===== src/rtl/regfile_arb_pkg.sv =====
// Shared types and constants for the regfile write-port arbiter.
package regfile_arb_pkg;

  localparam int unsigned REG_W  = 5;
  localparam int unsigned DATA_W = 32;

  localparam logic [REG_W-1:0] REG_ZERO = 5'd0;

  // One buffered long-latency result.
  typedef struct packed {
    logic [REG_W-1:0]  num;
    logic [DATA_W-1:0] data;
  } lu_entry_t;

endpackage


===== src/rtl/wb_fifo.sv =====
// Small synchronous FIFO holding long-latency results until a free writeback slot.
module wb_fifo
  import regfile_arb_pkg::*;
#(
  parameter int unsigned DEPTH = 2
) (
  input  logic      clk,
  input  logic      clr_n,
  input  logic      push,
  input  logic      pop,
  input  lu_entry_t wdata,
  output lu_entry_t rdata,
  output logic      full,
  output logic      empty
);

  localparam int unsigned AW = $clog2(DEPTH);
  localparam int unsigned PW = AW + 1;

  lu_entry_t       mem [DEPTH];
  logic [PW-1:0]   wptr_q;
  logic [PW-1:0]   rptr_q;

  // Extra wrap bit separates full from empty when the indexes match.
  assign empty = (wptr_q == rptr_q);
  assign full  = (wptr_q[AW] != rptr_q[AW]) && (wptr_q[AW-1:0] == rptr_q[AW-1:0]);
  assign rdata = mem[rptr_q[AW-1:0]];

  // Pointer update; reset discards all buffered entries.
  always_ff @(posedge clk or negedge clr_n) begin
    if (!clr_n) begin
      wptr_q <= '0;
      rptr_q <= '0;
    end else begin
      if (push) wptr_q <= wptr_q + PW'(1);
      if (pop)  rptr_q <= rptr_q + PW'(1);
    end
  end

  // Entry storage; contents are only meaningful between the pointers.
  always_ff @(posedge clk) begin
    if (push) mem[wptr_q[AW-1:0]] <= wdata;
  end

endmodule


===== src/rtl/regfile_wb_arbiter.sv =====
// Shares the regfile write port between pipeline writeback and buffered
// long-latency results, tracks pending destinations, and flags starvation.
module regfile_wb_arbiter
  import regfile_arb_pkg::*;
#(
  parameter int unsigned FIFO_DEPTH   = 2,
  parameter int unsigned STARVE_LIMIT = 4
) (
  input  logic              clk,
  input  logic              clr_n,
  input  logic              wb_reg_write_en,
  input  logic [REG_W-1:0]  wb_reg_write_num,
  input  logic [DATA_W-1:0] wb_reg_write_data,
  input  logic              lu_valid,
  input  logic [REG_W-1:0]  lu_num,
  input  logic [DATA_W-1:0] lu_data,
  output logic              lu_ready,
  input  logic              lu_issue,
  input  logic [REG_W-1:0]  lu_issue_num,
  input  logic [REG_W-1:0]  query1_num,
  input  logic [REG_W-1:0]  query2_num,
  output logic              query_hazard,
  output logic              stall_req,
  output logic              rf_write_en,
  output logic [REG_W-1:0]  rf_write_num,
  output logic [DATA_W-1:0] rf_write_data
);

  localparam logic [3:0] LIMIT = 4'(STARVE_LIMIT);

  lu_entry_t   head;
  lu_entry_t   push_entry;
  logic        fifo_full;
  logic        fifo_empty;
  logic        slot_busy;
  logic        push;
  logic        pop;
  logic [31:0] busy_q;
  logic [31:0] busy_d;
  logic [3:0]  cnt_q;
  logic [3:0]  cnt_d;
  logic        stall_q;

  assign push_entry = '{num: lu_num, data: lu_data};
  assign slot_busy  = wb_reg_write_en && (wb_reg_write_num != REG_ZERO);
  assign lu_ready   = clr_n && !fifo_full;
  assign push       = lu_valid && lu_ready;
  assign pop        = !slot_busy && !fifo_empty;

  wb_fifo #(
    .DEPTH (FIFO_DEPTH)
  ) u_fifo (
    .clk   (clk),
    .clr_n (clr_n),
    .push  (push),
    .pop   (pop),
    .wdata (push_entry),
    .rdata (head),
    .full  (fifo_full),
    .empty (fifo_empty)
  );

  // Write-port mux: pipeline first, otherwise drain the FIFO head.
  always_comb begin
    rf_write_en   = 1'b0;
    rf_write_num  = REG_ZERO;
    rf_write_data = '0;
    if (slot_busy) begin
      rf_write_en   = clr_n;
      rf_write_num  = wb_reg_write_num;
      rf_write_data = wb_reg_write_data;
    end else if (pop) begin
      rf_write_en   = (head.num != REG_ZERO);
      rf_write_num  = head.num;
      rf_write_data = head.data;
    end
  end

  // Scoreboard next state; a same-edge issue overrides the drain clear.
  always_comb begin
    busy_d = busy_q;
    if (pop && (head.num != REG_ZERO)) busy_d[head.num] = 1'b0;
    if (lu_issue && (lu_issue_num != REG_ZERO)) busy_d[lu_issue_num] = 1'b1;
    busy_d[0] = 1'b0;
  end

  assign query_hazard = ((query1_num != REG_ZERO) && busy_q[query1_num]) ||
                        ((query2_num != REG_ZERO) && busy_q[query2_num]);

  // Starvation counter next state, saturating at the limit.
  always_comb begin
    cnt_d = cnt_q;
    if (fifo_empty || pop) begin
      cnt_d = 4'd0;
    end else if (cnt_q != LIMIT) begin
      cnt_d = cnt_q + 4'd1;
    end
  end

  // Scoreboard, counter and stall request registers.
  always_ff @(posedge clk or negedge clr_n) begin
    if (!clr_n) begin
      busy_q  <= '0;
      cnt_q   <= 4'd0;
      stall_q <= 1'b0;
    end else begin
      busy_q  <= busy_d;
      cnt_q   <= cnt_d;
      stall_q <= (cnt_q == LIMIT) && !pop && !fifo_empty;
    end
  end

  assign stall_req = stall_q;

endmodule


===== config.mk =====
export PLATFORM = sky130hd
export DESIGN_NAME = regfile_wb_arbiter
export DESIGN_NICKNAME = d
export VERILOG_FILES = /design/src/rtl/regfile_arb_pkg.sv /design/src/rtl/wb_fifo.sv /design/src/rtl/regfile_wb_arbiter.sv
export SDC_FILE = /design/constraint.sdc
export NUM_CORES = 1
export LEC_CHECK = 0
export CAP_MARGIN = 25
export CORE_MARGIN = 8
export CORE_UTILIZATION = 45
export CTS_CLUSTER_SIZE = 20
export DETAILED_ROUTE_END_ITERATION = 8
export PLACE_DENSITY_LB_ADDON = 0.15
export SYNTH_ARGS = -nofsm -noshare
export SYNTH_HDL_FRONTEND = slang
export SYNTH_SLANG_ARGS = --single-unit

===== constraint.sdc =====
create_clock -name clk -period 4.2 [get_ports clk]
set_input_delay 0.84 -clock clk [delete_from_list [all_inputs] [get_ports clk]]
set_output_delay 0.84 -clock clk [all_outputs]
set_load 0.1 [all_outputs]

==> impl_metrics.json, run 1 <==
{
  "vias": 4195,
  "status": "finished, final reports clean",
  "register_area_mm2": 0.003224,
  "synth.top_cell.area_share": 0.4062,
  "grt_setup_unrepaired": "no",
  "wl_per_cell_um": 19.15,
  "worstPathMaxFanout": 46,
  "finalInstanceArea_mm2": 0.007980,
  "synthDominantAreaCellType": "edfxtp_1",
  "synth_cells": 446,
  "fmax_mhz": 255.5,
  "grt_overflow": 0,
  "clkLatencyLatePin_ps": 410,
  "ys_top_cells_by_count": "edfxtp_1 (74), o21ai_0 (57), nand2_1 (49)",
  "hp-class": "in2async",
  "grt_usage": 0.1847,
  "num_antenna_cells": 0,
  "required_ps": 3360,
  "via_per_inst": 5.616,
  "place_congestion": 0.8171,
  "start_util": 0.4573,
  "rr_worst_depth": 6,
  "clock-sinks": 114,
  "synth_area_mm2": 0.005470,
  "drt-total-wl_mm": 14.30,
  "ys_seq_elements": 114,
  "die_w_um": 126.3,
  "hold_violations": 0,
  "synth-main-ff-cell": "edfxtp_1",
  "rr_startpoint": "u_fifo.rptr_q[0]$_DFFE_PN0P_",
  "start_kind": "input port",
  "clk_path_buf_depth": 2,
  "die_h_um": 126.3,
  "placed_cell_area_mm2": 0.007393,
  "top_layer": "met4",
  "nFillCells": 866,
  "startpoint": "wb_reg_write_num[2]",
  "cts_buffers": 17,
  "cts.repair.resized": 0,
  "portBuffers": 134,
  "cp-end-kind": "primary output",
  "worstMarginPinSlew_ps": 959.9,
  "ys_types": 41,
  "root_buffer": "clkbuf_16",
  "synth_most_common_cell": "edfxtp_1",
  "yosysWarnings": 0,
  "ys_seq_area_frac": 0.5892,
  "r2r_slack_ps": 1820,
  "critPathArrivalTime_ps": 3070,
  "cap_violations": 0,
  "wl_met3_mm": 1.281,
  "cts_hold_buf": 0,
  "grt_pass1_vias": 4359,
  "avgSynthCellArea_um2": 12.27,
  "drive_gt1_frac": 0.1850,
  "dieArea_mm2": 0.01594,
  "slew_viol_final": 0,
  "area_growth_pct": 45.88,
  "max_slew_margin": 0.3581,
  "period_needed_ps": 3914,
  "grt_pass1_wl_mm": 22.73,
  "clk_pin_slew_ps": 50,
  "grt_max_degree": 47,
  "m1WireLength_mm": 5.590,
  "multi_input_area_mm2": 0.002136,
  "cts_setup_buffers": 0,
  "postRouteAntennaNets": 0,
  "hpwlAfterDp_mm": 10.69,
  "peakVddDrop_uv": 444.3,
  "synthArstFlopShare": 0.3509,
  "post-route-drc-count": 0,
  "p_leak_nw": 3.026,
  "nNetsFinal": 683,
  "tritoncts": "yes",
  "finalClockSkew_ps": 7.400,
  "timing.rr.end": "busy_q[2]$_DFF_PN0_",
  "ioPinCount": 135,
  "rows": 40,
  "cts-htree-levels": 4,
  "syn-num-nets": 542,
  "antenna_found_initial": 0,
  "synth_edf_count": 74,
  "critPathKind": "in2out",
  "core-area_mm2": 0.01196,
  "met2_length_mm": 7.107,
  "setup_viol": 0,
  "drt_pre_antenna_iters": 5,
  "cp-endpoint": "rf_write_data[22]",
  "drt-initial-drc-count": 263,
  "timing.setup.tns_ps": 0,
  "powerDensity_mw_per_mm2": 781.7,
  "ys_top_cells_by_area": "edfxtp_1 (41%), dfrtp_1 (18%), mux2i_1 (8.1%), o21ai_0 (5.2%), o31ai_1 (4.7%)",
  "post-route-period-util": 0.9318
}
## metrics by stage
stage                     total power [mW]  hold WS (ps)  instances  worst slack (ps)    util
final                                6.238         294.5        747             286.4  0.6672
after global routing                 6.503         295.5        747             219.0  0.6672
after CTS                            6.280         282.2        747             266.9  0.6672
after detailed placement             4.869         491.1        715             271.2  0.6181
after global placement               4.815         479.3        715             363.2  0.6181
after floorplan                      3.742         460.7        446            -784.4       -
## final cells by class
cell class / count / share of cell area
clock buffer: 17 / 0.05331
clock inverter: 15 / 0.02023
inverter: 6 / 0.002822
multi-input combinational: 302 / 0.2676
sequential: 114 / 0.4040
tap: 147 / 0.02305
timing repair buffer: 146 / 0.2289
## placed cells by master, fill, tap and decap left out, types with 4 or more instances in the layout
master            n
nand3_1           7
buf_4            12
mux2_2            4
mux2i_1          44
nor2_1           16
nand3b_1          9
nand2_1          49
o21ai_0          54
clkdlybuf4s50_1  93
or4_4             4
o21ai_1          16
buf_12           40
edfxtp_1         74
nand4_1           4
clkinvlp_4        4
clkbuf_16        17
mux4_2           11
a21oi_1           5
nor2b_1           5
clkinv_4          5
xnor2_1           5
o31ai_1          34
inv_1             6
dfrtp_1          39
## report_power, final
part / leakage [nW] / internal (mW) / switching (mW)
registers: 1.16 / 1.52 / 0.206
clock network: 0.276 / 0.876 / 0.525
logic: 1.59 / 1.11 / 2.00
## state kept, by name, summed over array words and instances (netlist names)
name           count
busy_q            31
u_fifo.mem        74
u_fifo.wptr_q      2
cnt_q              4
u_fifo.rptr_q      2
stall_req          1
## kinds of logic (layout without fill, tap and decap cells)
family                   after synthesis  after routing  synth area share
AO/OA/AOI/OAI                        123            123            0.1356
flip-flops                           114            114            0.5892
AND/OR/NAND/NOR                      111            111            0.1018
multiplexers                          59             59            0.1340
buffers and inverters                 30            184           0.02356
XOR/XNOR                               7              7           0.01121
adder cells (fa/ha/maj)                2              2          0.004574
## worst max-delay path, cell delays in order
cell and delay (ps):
clkdlybuf4s50_1 430, or4_4 540, o21a_2 330, buf_12 220, o31ai_1 450, buf_12 240
## worst min path at each step
stage                                  from                            to  slack, ps  cells past startpoint
3_3_place_gp   u_fifo.rptr_q[1]$_DFFE_PN0P_  u_fifo.rptr_q[1]$_DFFE_PN0P_        480                      1
6_report                              clr_n          cnt_q[0]$_DFFE_PN0P_        290                      1
3_5_place_dp   u_fifo.wptr_q[1]$_DFFE_PN0N_  u_fifo.wptr_q[1]$_DFFE_PN0N_        490                      1
2_1_floorplan  u_fifo.wptr_q[1]$_DFFE_PN0N_  u_fifo.wptr_q[1]$_DFFE_PN0N_        460                      1
4_1_cts                               clr_n           stall_req$_DFF_PN0_        280                      1
5_1_grt                               clr_n          cnt_q[0]$_DFFE_PN0P_        300                      1
## per-layer routing
metal | GRT usage | up-vias
li1 | - | 2007
met1 | 0.2012 | 1993
met2 | 0.3117 | 168
met3 | 0.07342 | 27
met4 | 0.08351 | 0
met5 | 0 | -
No activity file was read; power rests on OpenSTA's default activity.
==> run 2: changes to the inputs <==
--- a/config.mk
+++ b/config.mk
@@ -5,11 +5,13 @@
 export SDC_FILE = /design/constraint.sdc
 export NUM_CORES = 1
 export LEC_CHECK = 0
+export ABC_AREA = 0
 export CAP_MARGIN = 25
 export CORE_MARGIN = 8
 export CORE_UTILIZATION = 45
 export CTS_CLUSTER_SIZE = 20
 export DETAILED_ROUTE_END_ITERATION = 8
+export MAX_ROUTING_LAYER = met4
 export PLACE_DENSITY_LB_ADDON = 0.15
 export SYNTH_ARGS = -nofsm -noshare
 export SYNTH_HDL_FRONTEND = slang
==> impl_metrics.json, run 2 (same netlist as run 1, synthesis figures left out) <==
{
  "pwr-share-seq": 0.276,
  "cts.repair.resized": 0,
  "p_leak_nw": 3.045,
  "worstMarginPinSlew_ps": 968.1,
  "area_growth_pct": 46.43,
  "root_buffer": "clkbuf_16",
  "slew_viol_final": 0,
  "hp-class": "in2async",
  "dp.cells": 713,
  "cap_violations": 0,
  "antenna_found_initial": 0,
  "critPathArrivalTime_ps": 3070,
  "p_clk_frac": 0.239,
  "finalClockSkew_ps": 9.429,
  "wl_per_cell_um": 18.81,
  "start_kind": "input port",
  "via_per_inst": 5.562,
  "critPathKind": "in2out",
  "clk_pin_slew_ps": 60,
  "timing.setup.tns_ps": 0,
  "grt_overflow": 0,
  "most-common-layout-cells": "clkdlybuf4s50_1 (93), edfxtp_1 (74), o21ai_0 (54)",
  "finalInstanceArea_mm2": 0.008010,
  "cts-htree-levels": 4,
  "post-route-util": 0.6697,
  "combPwrFrac": 0.486,
  "clkLatencyLatePin_ps": 410,
  "drive_gt1_frac": 0.1806,
  "tritoncts": "yes",
  "placed_cell_area_mm2": 0.007378,
  "die_h_um": 126.3,
  "portBuffers": 134,
  "post-route-drc-count": 0,
  "cts_setup_buffers": 0,
  "clock-sinks": 114,
  "largest_reg_flops": 74,
  "hpwlAfterDp_mm": 10.71,
  "core-area_mm2": 0.01196,
  "power_switching_mw": 2.721,
  "grt_setup_unrepaired": "no",
  "grt_max_degree": 46,
  "period_needed_ps": 3906,
  "start_util": 0.4573,
  "vias": 4144,
  "grt_pass1_wl_mm": 22.71,
  "required_ps": 3360,
  "worstPathMaxFanout": 45,
  "cp-end-kind": "primary output",
  "place_congestion": 0.8346,
  "max_slew_margin": 0.3526,
  "intPower_mw": 3.619,
  "ioPinCount": 135,
  "whs_ps": 280.6,
  "clk_path_buf_depth": 2,
  "nFillCells": 870,
  "status": "finished, final reports clean",
  "postRouteAntennaNets": 0,
  "grt_pass1_vias": 4372,
  "drt-total-wl_mm": 14.02,
  "rows": 40,
  "powerDensity_mw_per_mm2": 791.5,
  "num_antenna_cells": 0,
  "fmax_mhz": 256.0,
  "mostFrequentLayoutCell": "clkdlybuf4s50_1",
  "cts_hold_buf": 0,
  "drt_pre_antenna_iters": 4,
  "p_sw_frac": 0.4291,
  "die_w_um": 126.3,
  "setup_viol": 0,
  "nNetsFinal": 681,
  "cts_buffers": 17,
  "fin_cells": 745,
  "dieArea_mm2": 0.01594,
  "post-route-period-util": 0.9300,
  "grt_usage": 0.1891,
  "drt-initial-drc-count": 197,
  "peakVddDrop_uv": 515.8,
  "hold_violations": 0
}
[run 2: cell count changes in the layout (fill, tap and decap cells not counted)]
| cell | change |
|---|---|
| inv_6 | +1 |
| clkinv_1 | +1 |
| clkinv_2 | -1 |
| clkinvlp_4 | -3 |
| bufinv_16 | +2 |
| buf_4 | -2 |
[run 2: path summary, 6_finish.rpt]
kind / startpoint / end / slack (ps) / cells past startpoint
max: wb_reg_write_num[2] / rf_write_data[19] / 290 / 6
min: clr_n / cnt_q[3]$_DFFE_PN0P_ / 280 / 1
max reg2reg: u_fifo.rptr_q[0]$_DFFE_PN0P_ / u_fifo.mem[1][33]$_DFFE_PP_ / 1780 / 3
min reg2reg: u_fifo.rptr_q[1]$_DFFE_PN0P_ / u_fifo.rptr_q[1]$_DFFE_PN0P_ / 490 / 1
max in group asynchronous: clr_n / busy_q[12]$_DFF_PN0_ / 3240 / 2
min in group clk: u_fifo.rptr_q[1]$_DFFE_PN0P_ / u_fifo.rptr_q[1]$_DFFE_PN0P_ / 490 / 1
[run 2: stage by stage]
step / power (mW) / setup slack (ps)
2_1_floorplan: 3.742 / -784.4
3_3_place_gp: 4.807 / 364.0
3_5_place_dp: 4.867 / 284.9
4_1_cts: 6.392 / 280.4
5_1_grt: 6.618 / 198.2
6_report: 6.340 / 294.2
[run 2: critical path: stages]
cell	delay, ps
clkdlybuf4s50_1	430
or4_4	550
o21a_2	330
buf_12	220
o31ai_1	450
buf_12	230
[run 2: final cells by class]
class	instances	area [um^2]	share of cell area
Multi-Input combinational cell	302	2136	0.2666
Sequential cell	114	3224	0.4025
Timing Repair Buffer	144	1812	0.2262
Clock inverter	15	206.4	0.02577
Tap cell	147	183.9	0.02296
Inverter	6	22.52	0.002812
Clock buffer	17	425.4	0.05311
[run 2: power groups by stage]
stage | sequential (mW) | clock, mW | combinational, mW
2_1_floorplan | 1.65 | 0 | 2.09
3_3_place_gp | 1.75 | 0 | 3.06
3_5_place_dp | 1.77 | 0 | 3.10
4_1_cts | 1.75 | 1.54 | 3.11
5_1_grt | 1.78 | 1.58 | 3.25
6_report | 1.75 | 1.51 | 3.08
[run 2: per-layer routing]
layer / part of all wire / track usage / vias to the layer above / wire [um]
met4: 0.019 / 0.08068 / 0 / 271
met3: 0.056 / 0.05781 / 21 / 782
li1: - / - / 1998 / -
met5: 0 / - / - / 0
met2: 0.48 / 0.2896 / 132 / 6772
met1: 0.44 / 0.2282 / 1993 / 6189
==> run 3: changes to the inputs <==
--- a/config.mk
+++ b/config.mk
@@ -5,7 +5,7 @@
 export SDC_FILE = /design/constraint.sdc
 export NUM_CORES = 1
 export LEC_CHECK = 0
-export ABC_AREA = 0
+export ABC_CLOCK_PERIOD_IN_PS = 4200
 export CAP_MARGIN = 25
 export CORE_MARGIN = 8
 export CORE_UTILIZATION = 45
@@ -15,4 +15,5 @@
 export PLACE_DENSITY_LB_ADDON = 0.15
 export SYNTH_ARGS = -nofsm -noshare
 export SYNTH_HDL_FRONTEND = slang
+export SYNTH_HIERARCHICAL = 1
 export SYNTH_SLANG_ARGS = --single-unit
==> impl_metrics.json, run 3 <==
{
  "synth.top_cell.area_share": 0.3978,
  "grt_setup_unrepaired": "no",
  "hpwlAfterDp_mm": 10.75,
  "grt_overflow": 0,
  "gr-usage-met3": 0.06947,
  "grt_usage": 0.1934,
  "power_switching_mw": 2.669,
  "setup_viol": 0,
  "ioPinCount": 135,
  "synth_cells": 464,
  "path_buf_inv": 2,
  "combPwrFrac": 0.511,
  "clock-sinks": 114,
  "p_sw_frac": 0.4240,
  "avgSynthCellArea_um2": 12.04,
  "p_leak_nw": 3.082,
  "critPathArrivalTime_ps": 2970,
  "status": "finished, final reports clean",
  "grt_pass1_vias": 4577,
  "worstMarginPinSlew_ps": 984.1,
  "most-common-layout-cells": "clkdlybuf4s50_1 (93), nand2_1 (74), edfxtp_1 (74)",
  "nFillCells": 906,
  "postRouteAntennaNets": 0,
  "hold_violations": 0,
  "cp-end-kind": "primary output",
  "clkLatencyLatePin_ps": 400,
  "num_antenna_cells": 0,
  "ys_top_cells_by_area": "edfxtp_1 (40%), dfrtp_1 (18%), mux2_2 (7.5%), nand2_1 (5.0%), nand3b_1 (5.0%)",
  "start_util": 0.4632,
  "synth_edf_count": 74,
  "fmax_mhz": 262.3,
  "hp-class": "reg2reg",
  "max_slew_margin": 0.3439,
  "synth_area_mm2": 0.005587,
  "root_buffer": "clkbuf_16",
  "ys_seq_elements": 114,
  "r2r_slack_ps": 1510,
  "rr_worst_depth": 5,
  "pwr-share-seq": 0.276,
  "vias": 4312,
  "cts_buffers": 17,
  "required_ps": 3360,
  "synthDominantAreaCellType": "edfxtp_1",
  "cts_hold_buf": 0,
  "period_needed_ps": 3812,
  "intPower_mw": 3.625,
  "whs_ps": 484.8,
  "ys_types": 44,
  "cts-htree-levels": 4,
  "cts_setup_buffers": 0,
  "largest_reg_flops": 74,
  "powerDensity_mw_per_mm2": 781.2,
  "critPathKind": "in2out",
  "peakVddDrop_uv": 448.5,
  "syn-num-nets": 560,
  "synth-main-ff-cell": "edfxtp_1",
  "portBuffers": 134,
  "clk_pin_slew_ps": 50,
  "ys_top_cells_by_count": "edfxtp_1 (74), nand2_1 (74), o21ai_0 (52)",
  "core-area_mm2": 0.01206,
  "wl_per_cell_um": 19.07,
  "die_h_um": 127.4,
  "worstPathMaxFanout": 8,
  "yosysWarnings": 6,
  "min_from": "u_fifo/wptr_q[1]$_DFFE_PN0P_",
  "cp_slowest_cell": "clkdlybuf4s50_1",
  "grt_pass1_wl_mm": 23.90,
  "via_per_inst": 5.507,
  "grt.busiest_layer": "met2",
  "rr_startpoint": "u_fifo/rptr_q[0]$_DFFE_PN0P_",
  "clk_path_buf_depth": 2,
  "p_clk_frac": 0.214,
  "power_mw": 6.294,
  "mostFrequentLayoutCell": "clkdlybuf4s50_1",
  "rows": 40,
  "use_met2": 0.3106,
  "ys_seq_area_frac": 0.5769,
  "met1_usage": 0.2236,
  "finalClockSkew_ps": 9.378,
  "whs_path_depth": 1,
  "cap_violations": 0,
  "synthArstFlopShare": 0.3509,
  "die_w_um": 127.4,
  "nNetsFinal": 698,
  "post-route-period-util": 0.9076,
  "drive_gt1_frac": 0.2244,
  "place_congestion": 0.9568,
  "drt-total-wl_mm": 14.93,
  "min_to": "u_fifo/wptr_q[1]$_DFFE_PN0P_",
  "cp_slowest_stage_delay_ps": 720,
  "tritoncts": "yes",
  "drt-initial-drc-count": 280,
  "area_growth_pct": 44.23,
  "timing.rr.end": "busy_q[26]$_DFF_PN0_",
  "post-route-drc-count": 0,
  "grt_max_degree": 42,
  "path_cells": "clkdlybuf4s50_1 -> mux4_2 -> o211ai_1 -> nand4_1 -> a2111o_1 -> buf_12",
  "dieArea_mm2": 0.01624,
  "antenna_found_initial": 0,
  "cts.repair.resized": 0,
  "drt_pre_antenna_iters": 5,
  "start_kind": "input port",
  "cpLargestDelayFamily": "buffers and inverters",
  "slew_viol_final": 0
}
-- run 3: routing by layer --
metal,wire (um),up-vias,part of all wire
li1,-,2003,-
met1,6127,2092,0.41
met2,7306,196,0.49
met3,1282,21,0.086
met4,216,0,0.014
met5,0,-,0
-- run 3: worst max path at each step --
stage	from	to	slack [ps]	cells past startpoint
3_5_place_dp	query2_num[2]	query_hazard	410	6
2_1_floorplan	wb_reg_write_num[2]	rf_write_num[1]	-550	4
6_report	query2_num[2]	query_hazard	390	6
5_1_grt	query2_num[2]	query_hazard	290	6
4_1_cts	query2_num[2]	query_hazard	400	6
3_3_place_gp	query1_num[2]	query_hazard	440	6
-- run 3: stage by stage --
stage | utilization | instance area, um^2 | worst slack, ps | instances | TNS [ps]
2_1_floorplan | - | 5594 | -552.0 | 464 | -1656
3_3_place_gp | 0.6207 | 7487 | 444.8 | 751 | 0
3_5_place_dp | 0.6207 | 7487 | 406.6 | 751 | 0
4_1_cts | 0.6681 | 8058 | 404.5 | 783 | 0
5_1_grt | 0.6681 | 8058 | 294.3 | 783 | 0
6_report | 0.6681 | 8058 | 388.0 | 783 | 0
-- run 3: power by group through the flow --
stage	registers [mW]	logic, mW	clock network, mW
floorplan	1.66	2.19	0
global placement	1.74	3.18	0
detailed placement	1.75	3.21	0
CTS	1.73	3.23	1.37
global route	1.77	3.37	1.42
finish	1.73	3.22	1.34
-- run 3: cells by family after synthesis --
group                      share of synthesized area
muxes                                         0.1346
DFF                                           0.5769
and+or+nand+nor                               0.1543
xor gates and xnor gates                     0.01389
AOI/OAI and AO/OA                            0.08847
buffers and inverters                        0.02732
adders and majority gates                   0.004479
-- run 3: cell type report --
cell class | count | area [um^2] | area share
Clock buffer | 24 | 524.3 | 0.06506
Clock inverter | 8 | 46.29 | 0.005745
Inverter | 6 | 22.52 | 0.002795
Multi-Input combinational cell | 319 | 2231 | 0.2769
Sequential cell | 114 | 3224 | 0.4002
Tap cell | 168 | 210.2 | 0.02609
Timing Repair Buffer | 144 | 1799 | 0.2233
